`src/rtl/memory_access_pkg.sv`:
```
// Shared types for the memory-access pipeline stage: access width, destination
// control, FSM state, write-back register and the request hold register.
package memory_access_pkg;

  typedef enum logic [1:0] {
    MEM_BYTE = 2'd0,
    MEM_HALF = 2'd1,
    MEM_WORD = 2'd2
  } MemAccessWidth;

  typedef struct packed {
    logic       wEnable;
    logic [4:0] rdAddr;
    logic       forwardable;
  } RdCtrl;

  typedef enum logic {
    IDLE = 1'b0,
    BUSY = 1'b1
  } MemAccessState;

  typedef struct packed {
    logic [31:0] pc;
    RdCtrl       rdCtrl;
    logic [31:0] wbData;
  } WriteBackStagePipeReg;

  // Everything needed to replay an access to memory while the stage is busy.
  typedef struct packed {
    logic [31:0]   pc;
    logic [31:0]   addr;
    logic [31:0]   wData;
    MemAccessWidth width;
    RdCtrl         rdCtrl;
    logic          isStore;
    logic          isUnsigned;
  } MemAccessHold;

  // A half must sit on an even byte, a word on a word boundary.
  function automatic logic is_misaligned(MemAccessWidth w, logic [1:0] off);
    case (w)
      MEM_BYTE: return 1'b0;
      MEM_HALF: return off[0];
      default:  return off != 2'b00;
    endcase
  endfunction

endpackage

```
`src/rtl/memory_access_if.sv`:
```
// Stage bus: execute-side inputs, data-memory handshake and write-back outputs.
// slave = the memory-access stage, master = its environment.
interface memory_access_if;
  logic        inValid;
  logic [31:0] inPc;
  logic [31:0] inAluResult;
  logic [31:0] inWData;
  logic [1:0]  inMemAccessWidth;
  logic [6:0]  inRdCtrl;
  logic        inIsLoad;
  logic        inIsStore;
  logic        inIsLoadUnsigned;
  logic        stall;
  logic        dmemReq;
  logic        dmemWe;
  logic [31:0] dmemAddr;
  logic [31:0] dmemWData;
  logic [3:0]  dmemBe;
  logic        dmemAck;
  logic [31:0] dmemRData;
  logic        outValid;
  logic [31:0] outPc;
  logic [6:0]  outRdCtrl;
  logic [31:0] outWbData;
  logic [31:0] bypassMemData;
  logic        misaligned;

  modport slave (
    input  inValid, inPc, inAluResult, inWData, inMemAccessWidth, inRdCtrl,
           inIsLoad, inIsStore, inIsLoadUnsigned, dmemAck, dmemRData,
    output stall, dmemReq, dmemWe, dmemAddr, dmemWData, dmemBe,
           outValid, outPc, outRdCtrl, outWbData, bypassMemData, misaligned
  );

  modport master (
    output inValid, inPc, inAluResult, inWData, inMemAccessWidth, inRdCtrl,
           inIsLoad, inIsStore, inIsLoadUnsigned, dmemAck, dmemRData,
    input  stall, dmemReq, dmemWe, dmemAddr, dmemWData, dmemBe,
           outValid, outPc, outRdCtrl, outWbData, bypassMemData, misaligned
  );
endinterface

```
`src/rtl/memory_access_load_store_align.sv`:
```
// load_store_align: combinational lane steering. Produces byte enables and
// replicated store data, and extracts/extends the addressed load value.
// Offset bits a half/word cannot use are dropped here.
module load_store_align
  import memory_access_pkg::*;
(
  input  MemAccessWidth width_i,
  input  logic [1:0]    off_i,
  input  logic [31:0]   wdata_i,
  input  logic [31:0]   rdata_i,
  input  logic          unsigned_i,
  output logic [3:0]    be_o,
  output logic [31:0]   wdata_o,
  output logic [31:0]   load_o
);

  logic [1:0]  eff_off;
  logic [31:0] shifted;
  logic        sign_fill;

  // Effective lane offset: halves keep only bit 1, words always start at lane 0.
  always_comb begin
    case (width_i)
      MEM_BYTE: eff_off = off_i;
      MEM_HALF: eff_off = {off_i[1], 1'b0};
      default:  eff_off = 2'b00;
    endcase
  end

  // Addressed byte/half moved down to bit 0.
  assign shifted = rdata_i >> {eff_off, 3'b000};

  // Enables, lane replication and load extension per width; word is the default.
  always_comb begin
    be_o      = 4'hF;
    wdata_o   = wdata_i;
    load_o    = shifted;
    sign_fill = 1'b0;
    case (width_i)
      MEM_BYTE: begin
        sign_fill = ~unsigned_i & shifted[7];
        be_o      = 4'b0001 << eff_off;
        wdata_o   = {4{wdata_i[7:0]}};
        load_o    = {{24{sign_fill}}, shifted[7:0]};
      end
      MEM_HALF: begin
        sign_fill = ~unsigned_i & shifted[15];
        be_o      = 4'b0011 << eff_off;
        wdata_o   = {2{wdata_i[15:0]}};
        load_o    = {{16{sign_fill}}, shifted[15:0]};
      end
      default: ;
    endcase
  end

endmodule

```
`src/rtl/memory_access.sv`:
```
// memory_access: pipeline stage between execute and write-back. Non-memory ops
// pass through in one edge; loads/stores are captured, issued over the dmem
// req/ack handshake while the stage stalls upstream, and retired on the edge
// after ack. Optional feature macro: MEM_MISALIGN_TRAP_EN (misaligned half/word
// ops retire immediately with the misaligned flag instead of going to memory).
module memory_access
  import memory_access_pkg::*;
(
  input  logic          clk,
  input  logic          rst,
  memory_access_if.slave bus
);

  MemAccessState        state_q, state_d;
  MemAccessHold         hold_q, hold_d;
  WriteBackStagePipeReg wb_q, wb_d;
  logic                 out_valid_q, out_valid_d;
  logic                 busy;
  logic                 in_is_mem;
  RdCtrl                in_rd;
  logic [3:0]           lane_be;
  logic [31:0]          lane_wdata;
  logic [31:0]          load_value;

  assign busy      = (state_q == BUSY);
  assign in_is_mem = bus.inIsLoad | bus.inIsStore;
  assign in_rd     = RdCtrl'(bus.inRdCtrl);

  load_store_align u_align (
    .width_i    (hold_q.width),
    .off_i      (hold_q.addr[1:0]),
    .wdata_i    (hold_q.wData),
    .rdata_i    (bus.dmemRData),
    .unsigned_i (hold_q.isUnsigned),
    .be_o       (lane_be),
    .wdata_o    (lane_wdata),
    .load_o     (load_value)
  );

`ifdef MEM_MISALIGN_TRAP_EN
  logic mis_q, mis_d;
  logic in_misaligned;
  assign in_misaligned = is_misaligned(MemAccessWidth'(bus.inMemAccessWidth),
                                       bus.inAluResult[1:0]);
`endif

  // Next-state and next write-back value; outValid drops unless something retires.
  always_comb begin
    state_d     = state_q;
    hold_d      = hold_q;
    wb_d        = wb_q;
    out_valid_d = 1'b0;
`ifdef MEM_MISALIGN_TRAP_EN
    mis_d       = 1'b0;
`endif
    case (state_q)
      IDLE: begin
        if (bus.inValid) begin
          if (!in_is_mem) begin
            wb_d.pc     = bus.inPc;
            wb_d.rdCtrl = in_rd;
            wb_d.wbData = bus.inAluResult;
            out_valid_d = 1'b1;
          end
`ifdef MEM_MISALIGN_TRAP_EN
          else if (in_misaligned) begin
            wb_d.pc             = bus.inPc;
            wb_d.rdCtrl         = in_rd;
            wb_d.rdCtrl.wEnable = 1'b0;
            wb_d.wbData         = bus.inAluResult;
            out_valid_d         = 1'b1;
            mis_d               = 1'b1;
          end
`endif
          else begin
            hold_d.pc         = bus.inPc;
            hold_d.addr       = bus.inAluResult;
            hold_d.wData      = bus.inWData;
            hold_d.width      = MemAccessWidth'(bus.inMemAccessWidth);
            hold_d.rdCtrl     = in_rd;
            hold_d.isStore    = bus.inIsStore;
            hold_d.isUnsigned = bus.inIsLoadUnsigned;
            state_d           = BUSY;
          end
        end
      end
      BUSY: begin
        if (bus.dmemAck) begin
          state_d     = IDLE;
          out_valid_d = 1'b1;
          wb_d.pc     = hold_q.pc;
          wb_d.rdCtrl = hold_q.rdCtrl;
          if (hold_q.isStore) begin
            wb_d.rdCtrl.wEnable = 1'b0;
            wb_d.wbData         = hold_q.addr;
          end else begin
            wb_d.wbData = load_value;
          end
        end
      end
      default: state_d = IDLE;
    endcase
  end

  // State, hold and write-back registers.
  always_ff @(posedge clk or negedge rst) begin
    if (!rst) begin
      state_q     <= IDLE;
      hold_q      <= '0;
      wb_q        <= '0;
      out_valid_q <= 1'b0;
    end else begin
      state_q     <= state_d;
      hold_q      <= hold_d;
      wb_q        <= wb_d;
      out_valid_q <= out_valid_d;
    end
  end

`ifdef MEM_MISALIGN_TRAP_EN
  // One-cycle misaligned flag accompanying the trapped result.
  always_ff @(posedge clk or negedge rst) begin
    if (!rst) mis_q <= 1'b0;
    else      mis_q <= mis_d;
  end
  assign bus.misaligned = mis_q;
`else
  assign bus.misaligned = 1'b0;
`endif

  // dmem side is driven only while busy so it reads zero in IDLE and reset.
  assign bus.stall     = busy;
  assign bus.dmemReq   = busy;
  assign bus.dmemWe    = busy & hold_q.isStore;
  assign bus.dmemAddr  = busy ? {hold_q.addr[31:2], 2'b00} : 32'h0;
  assign bus.dmemWData = busy ? lane_wdata : 32'h0;
  assign bus.dmemBe    = busy ? lane_be : 4'h0;

  assign bus.outValid      = out_valid_q;
  assign bus.outPc         = wb_q.pc;
  assign bus.outRdCtrl     = wb_q.rdCtrl;
  assign bus.outWbData     = wb_q.wbData;
  assign bus.bypassMemData = wb_q.wbData;

endmodule

```
`src/flat_wrapper.sv`:
```
// flat-port wrapper written by rule: the top's interface ports become plain ports
module memory_access_flat import memory_access_pkg::*;
  (clk, rst, bus_inValid, bus_inPc, bus_inAluResult, bus_inWData, bus_inMemAccessWidth, bus_inRdCtrl, bus_inIsLoad, bus_inIsStore, bus_inIsLoadUnsigned, bus_dmemAck, bus_dmemRData, bus_stall, bus_dmemReq, bus_dmemWe, bus_dmemAddr, bus_dmemWData, bus_dmemBe, bus_outValid, bus_outPc, bus_outRdCtrl, bus_outWbData, bus_bypassMemData, bus_misaligned);
  memory_access_if bus_i ();
  input  logic clk;
  input  logic rst;
  input wire logic [$bits(bus_i.inValid)-1:0] bus_inValid;
  input wire logic [$bits(bus_i.inPc)-1:0] bus_inPc;
  input wire logic [$bits(bus_i.inAluResult)-1:0] bus_inAluResult;
  input wire logic [$bits(bus_i.inWData)-1:0] bus_inWData;
  input wire logic [$bits(bus_i.inMemAccessWidth)-1:0] bus_inMemAccessWidth;
  input wire logic [$bits(bus_i.inRdCtrl)-1:0] bus_inRdCtrl;
  input wire logic [$bits(bus_i.inIsLoad)-1:0] bus_inIsLoad;
  input wire logic [$bits(bus_i.inIsStore)-1:0] bus_inIsStore;
  input wire logic [$bits(bus_i.inIsLoadUnsigned)-1:0] bus_inIsLoadUnsigned;
  input wire logic [$bits(bus_i.dmemAck)-1:0] bus_dmemAck;
  input wire logic [$bits(bus_i.dmemRData)-1:0] bus_dmemRData;
  output wire logic [$bits(bus_i.stall)-1:0] bus_stall;
  output wire logic [$bits(bus_i.dmemReq)-1:0] bus_dmemReq;
  output wire logic [$bits(bus_i.dmemWe)-1:0] bus_dmemWe;
  output wire logic [$bits(bus_i.dmemAddr)-1:0] bus_dmemAddr;
  output wire logic [$bits(bus_i.dmemWData)-1:0] bus_dmemWData;
  output wire logic [$bits(bus_i.dmemBe)-1:0] bus_dmemBe;
  output wire logic [$bits(bus_i.outValid)-1:0] bus_outValid;
  output wire logic [$bits(bus_i.outPc)-1:0] bus_outPc;
  output wire logic [$bits(bus_i.outRdCtrl)-1:0] bus_outRdCtrl;
  output wire logic [$bits(bus_i.outWbData)-1:0] bus_outWbData;
  output wire logic [$bits(bus_i.bypassMemData)-1:0] bus_bypassMemData;
  output wire logic [$bits(bus_i.misaligned)-1:0] bus_misaligned;
  assign bus_i.inValid = bus_inValid;
  assign bus_i.inPc = bus_inPc;
  assign bus_i.inAluResult = bus_inAluResult;
  assign bus_i.inWData = bus_inWData;
  assign bus_i.inMemAccessWidth = bus_inMemAccessWidth;
  assign bus_i.inRdCtrl = bus_inRdCtrl;
  assign bus_i.inIsLoad = bus_inIsLoad;
  assign bus_i.inIsStore = bus_inIsStore;
  assign bus_i.inIsLoadUnsigned = bus_inIsLoadUnsigned;
  assign bus_i.dmemAck = bus_dmemAck;
  assign bus_i.dmemRData = bus_dmemRData;
  assign bus_stall = bus_i.stall;
  assign bus_dmemReq = bus_i.dmemReq;
  assign bus_dmemWe = bus_i.dmemWe;
  assign bus_dmemAddr = bus_i.dmemAddr;
  assign bus_dmemWData = bus_i.dmemWData;
  assign bus_dmemBe = bus_i.dmemBe;
  assign bus_outValid = bus_i.outValid;
  assign bus_outPc = bus_i.outPc;
  assign bus_outRdCtrl = bus_i.outRdCtrl;
  assign bus_outWbData = bus_i.outWbData;
  assign bus_bypassMemData = bus_i.bypassMemData;
  assign bus_misaligned = bus_i.misaligned;
  memory_access u_core (.clk(clk), .rst(rst), .bus(bus_i));
endmodule
```
`config.mk`:
```
export PLATFORM = sky130hd
export DESIGN_NAME = memory_access_flat
export DESIGN_NICKNAME = d
export VERILOG_FILES = /design/src/rtl/memory_access_pkg.sv /design/src/rtl/memory_access_if.sv /design/src/rtl/memory_access_load_store_align.sv /design/src/rtl/memory_access.sv /design/src/flat_wrapper.sv
export SDC_FILE = /design/constraint.sdc
export NUM_CORES = 1
export LEC_CHECK = 0
export BUFFER_PORTS_ARGS = -buffer_cell sky130_fd_sc_hd__buf_4
export CAP_MARGIN = 0
export CORE_MARGIN = 2
export CORE_UTILIZATION = 54
export CTS_BUF_LIST = sky130_fd_sc_hd__clkbuf_16
export DETAILED_ROUTE_END_ITERATION = 16
export PLACE_DENSITY = 0.89
export SLEW_MARGIN = 20
export SYNTH_ARGS = -nofsm -noshare
export SYNTH_HDL_FRONTEND = slang
export SYNTH_SLANG_ARGS = --single-unit
```
`constraint.sdc`:
```
create_clock -name clk -period 3.9 [get_ports clk]
set_clock_uncertainty 0.05 [all_clocks]
set_input_delay 0.78 -clock clk [delete_from_list [all_inputs] [get_ports clk]]
set_output_delay 0.78 -clock clk [all_outputs]
set_load 0.01 [all_outputs]
```
==> Implementation_results.wiki <==
{| class="wikitable"
! Metric !! Value
|-
| Clock slew at the register clock pins of the worst setup and hold paths || approximately 70 ps
|-
| Filler cell count || around 1200
|-
| End of the worst register-to-register path || u_core.bus.bypassMemData[18]
|-
| Total clock buffers created by CTS || 17
|-
| Largest net degree at the start of global routing || 111
|-
| Area used by multi-input combinational logic || 4020 um2
|-
| Met2 Use GR || 0.506
|-
| Area of the mapped netlist || a little over 9000 um2
|-
| Xor/xnor share of the synthesized area || 0
|-
| Final setup violation count || 0
|-
| Number of global-route vias before repair || 7608
|-
| Wire length per cell || around 20 um
|-
| Type of the most critical hold path || in -> async
|-
| Data arrival time at the worst-slack endpoint || about 2400 ps
|-
| Antenna diode instance count || 0
|-
| Floorplan die height || roughly 130 um
|-
| Critical Path Source || u_core.bus.dmemReq
|-
| Detailed-route vias per instance || 5.73
|-
| H-Tree Level Count || 4
|-
| HPWL Detailed || roughly 19000 um
|-
| Top fanout value on the critical path || 72
|-
| Number of synthesized register bits || 180
|-
| Max transition margin || 0.323
|-
| Compound-gate portion of the synthesized area || 0.134
|-
| Main flop type after synthesis || sky130_fd_sc_hd__dfrtp_1
|-
| Result of the run || complete, no violations
|-
| Routed Antenna Nets || 0
|-
| Fraction of synthesized area in multiplexers || 0.196
|-
| Number of placed I/O pins || 320
|-
| Core Rows || between 40 and 50
|-
| Post-synthesis area per instance || between 10 and 15 um2
|-
| Detailed-routing iteration count for the pre-antenna-repair pass || 6
|-
| Distinct cell type count after synthesis || between 40 and 50
|-
| Post-synthesis instance total || 867
|-
| Post-place instance area || between 10000 and 15000 um2
|-
| Area used by sequential logic in the layout || between 4000 and 5000 um2
|-
| Post-detailed-route DRC marker count || 0
|-
| Library cell with the highest instance count after synthesis || sky130_fd_sc_hd__dfrtp_1
|-
| Die extent in x || about 130 um
|-
| Global-route wire length before repair || about 42000 um
|-
| Top cell type's share of synthesized area || 0.496
|-
| Synth Warn # || 0
|-
| CTS tree || yes
|-
| Number of failing hold endpoints at the final stage || 0
|-
| Required time of the critical path || around 3100 ps
|-
| Detailed-route wire length || roughly 27000 um
|-
| Crit path time final || 3240 ps
|-
| Asr flop ratio synth || 1.00
|-
| Final standard cell area without fillers || around 12000 um2
|-
| Slew of the pin with the lowest slew margin || a little over 1000 ps
|-
| Ratio of cells with drive above 1 in the final layout || 0.428
|-
| Pwr Density || 618 nW/um2
|-
| Fin Setup TNS || 0 ps
|-
| Post-synth top cells || sky130_fd_sc_hd__dfrtp_1, sky130_fd_sc_hd__mux2_2, sky130_fd_sc_hd__nand2_1
|-
| GRT overflow || 0
|-
| Clock insertion delay at the later pin of the skew report || approximately 430 ps
|-
| Achievable frequency || approximately 300 MHz
|-
| Sequential fraction of the synthesis area || 0.496
|-
| PortBufs || around 320
|-
| Clock root buffer master || sky130_fd_sc_hd__clkbuf_16
|-
| Met1 routing resource usage after global routing || 0.385
|-
| Initial cell density of the core || 0.550
|-
| Routing usage on met3 || 0.0772
|-
| Final RePlAce weighted congestion || 0.917
|-
| Setup Fix Bufs, Post-CTS || 0
|-
| Largest family of logic cells by synthesized area || multiplexers
|-
| Initial antenna violation count || 0
|-
| Flop2flop setup slack || 1000 ps
|-
| # clock sinks || 180
|-
| Buffer depth of the longest clock path || 2
|-
| Hold_buf cts || 0
|-
| Simple-gate area share of the yosys netlist || 0.110
|-
| Core ar. || around 17000 um2
|-
| Worst setup SP type || flop
|-
| Type of the worst setup path || reg -> out
|-
| Biggest area contributors in the synthesized netlist || sky130_fd_sc_hd__dfrtp_1, sky130_fd_sc_hd__mux2_2, sky130_fd_sc_hd__mux2i_1
|-
| GR Util All Layers || 0.302
|-
| Floorplan die area || approximately 18000 um2
|-
| RR Startpoint || u_core.hold_q[9]
|-
| Final nets || ~1300
|-
| Peak VDD IR || ~0.31 mV
|-
| Post-cts gate resize count || 0
|-
| DRT iter0 DRCs || 564
|-
| Maximum Capacitance Violations || 0
|-
| Period utilisation layout || 0.831
|-
| Highest-utilization routing layer at the global route stage || met2
|-
| Worst Reg-to-Reg Cells || 5
|-
| Vias after detailed routing || 7753
|-
| Synth-to-Final Area Change || 31.6%
|-
| Adder-cell share of the synthesized area || 0
|-
| Lkg Pwr || around 5.6 nW
|-
| Library cell with the largest summed area after synthesis || sky130_fd_sc_hd__dfrtp_1
|-
| Final Slew Violations || 0
|-
| Unrepaired setup endpoints after global routing || false
|-
| Type of element capturing the critical path || primary output
|-
| Number of enable-type register cells in the synthesized netlist || 0
|}
==> stage by stage <==
stage | utilization | hold slack, ps | setup slack (ps) | power (mW) | cells
CTS | 0.723 | 437 | 657 | 7.41 | 1352
detailed placement | 0.687 | 421 | 843 | 5.64 | 1321
finish | 0.723 | 418 | 658 | 7.39 | 1352
global placement | 0.687 | 414 | 956 | 5.54 | 1321
global route | 0.723 | 453 | 537 | 7.77 | 1352
floorplan | - | 423 | 1530 | 4.39 | 869
==> state kept, by name, summed over array words and instances (netlist names) <==
| signal | cells |
|---|---|
| u_core.bus.outPc | 32 |
| u_core.bus.dmemReq | 1 |
| u_core.bus.bypassMemData | 32 |
| u_core.hold_q | 107 |
| u_core.bus.outValid | 1 |
| u_core.bus.outRdCtrl | 7 |
==> logic make-up after synthesis <==
logic type,count (synthesis)
AOI/OAI and AO/OA,198
and+or+nand+nor,216
DFF,180
other,1
buffers and inverters,107
muxes,165
==> metal layers <==
layer / up-vias / part of all wire
li1: 3526 / -
met4: 0 / 0.025
met1: 3758 / 0.39
met3: 50 / 0.085
met2: 419 / 0.50
met5: - / 0
==> cells in the final DEF, fill, tap and decap left out, types with 2 or more instances in the layout <==
cell / netlist / layout
sky130_fd_sc_hd__o21ai_0: 67 / 67
sky130_fd_sc_hd__and3_1: 10 / 10
sky130_fd_sc_hd__buf_4: 36 / 331
sky130_fd_sc_hd__inv_6: 0 / 4
sky130_fd_sc_hd__a21oi_2: 7 / 7
sky130_fd_sc_hd__and2_1: 39 / 39
sky130_fd_sc_hd__o211ai_2: 2 / 2
sky130_fd_sc_hd__mux2_2: 104 / 104
sky130_fd_sc_hd__o211ai_1: 6 / 6
sky130_fd_sc_hd__dfrtp_1: 180 / 178
sky130_fd_sc_hd__o22ai_1: 18 / 18
sky130_fd_sc_hd__a221oi_1: 8 / 8
sky130_fd_sc_hd__o21ai_1: 3 / 3
sky130_fd_sc_hd__o2111ai_1: 9 / 9
sky130_fd_sc_hd__a21oi_1: 64 / 64
sky130_fd_sc_hd__or3_1: 6 / 6
sky130_fd_sc_hd__nand3_1: 19 / 19
sky130_fd_sc_hd__clkbuf_16: 0 / 17
sky130_fd_sc_hd__nand2_1: 87 / 87
sky130_fd_sc_hd__inv_8: 0 / 2
sky130_fd_sc_hd__inv_1: 3 / 4
sky130_fd_sc_hd__conb_1: 1 / 3
sky130_fd_sc_hd__nor2b_1: 3 / 3
sky130_fd_sc_hd__bufinv_16: 0 / 3
sky130_fd_sc_hd__mux2i_1: 61 / 61
sky130_fd_sc_hd__nand2b_1: 3 / 3
sky130_fd_sc_hd__inv_2: 2 / 2
sky130_fd_sc_hd__nor2_1: 46 / 45
sky130_fd_sc_hd__clkinv_1: 1 / 2
==> area by class of cell <==
cell class	instances	share of cell area
flip-flops and latches	180	0.377
clock buffers	17	0.0356
multi-input cells	582	0.337
well taps	220	0.0230
inverters	6	0.00188
repair buffers	333	0.211
clock inverters	14	0.0148
==> worst max path at each step <==
| stage | end | slack [ps] | cells past startpoint |
|---|---|---|---|
| global placement | u_core.bus.bypassMemData[22] | 960 | 8 |
| finish | bus_dmemWe | 660 | 4 |
| floorplan | bus_dmemAddr[10] | 1530 | 4 |
| detailed placement | u_core.bus.bypassMemData[18] | 840 | 8 |
| global route | bus_dmemWe | 540 | 4 |
| CTS | bus_dmemWe | 660 | 4 |
==> where the power goes <==
part | internal [mW] | leakage [nW] | switching (mW) | total (mW)
Combinational | 1.38 | 3.20 | 1.34 | 2.72
Clock | 1.02 | 0.297 | 0.762 | 1.78
Sequential | 2.41 | 2.14 | 0.486 | 2.89
==> critical path: stages, from the launching register on <==
cell,delay (ps)
sky130_fd_sc_hd__dfrtp_4,660
sky130_fd_sc_hd__buf_4,830
sky130_fd_sc_hd__nand2_1,240
sky130_fd_sc_hd__inv_1,110
sky130_fd_sc_hd__buf_4,120
No activity file was read; power rests on OpenSTA's default activity.
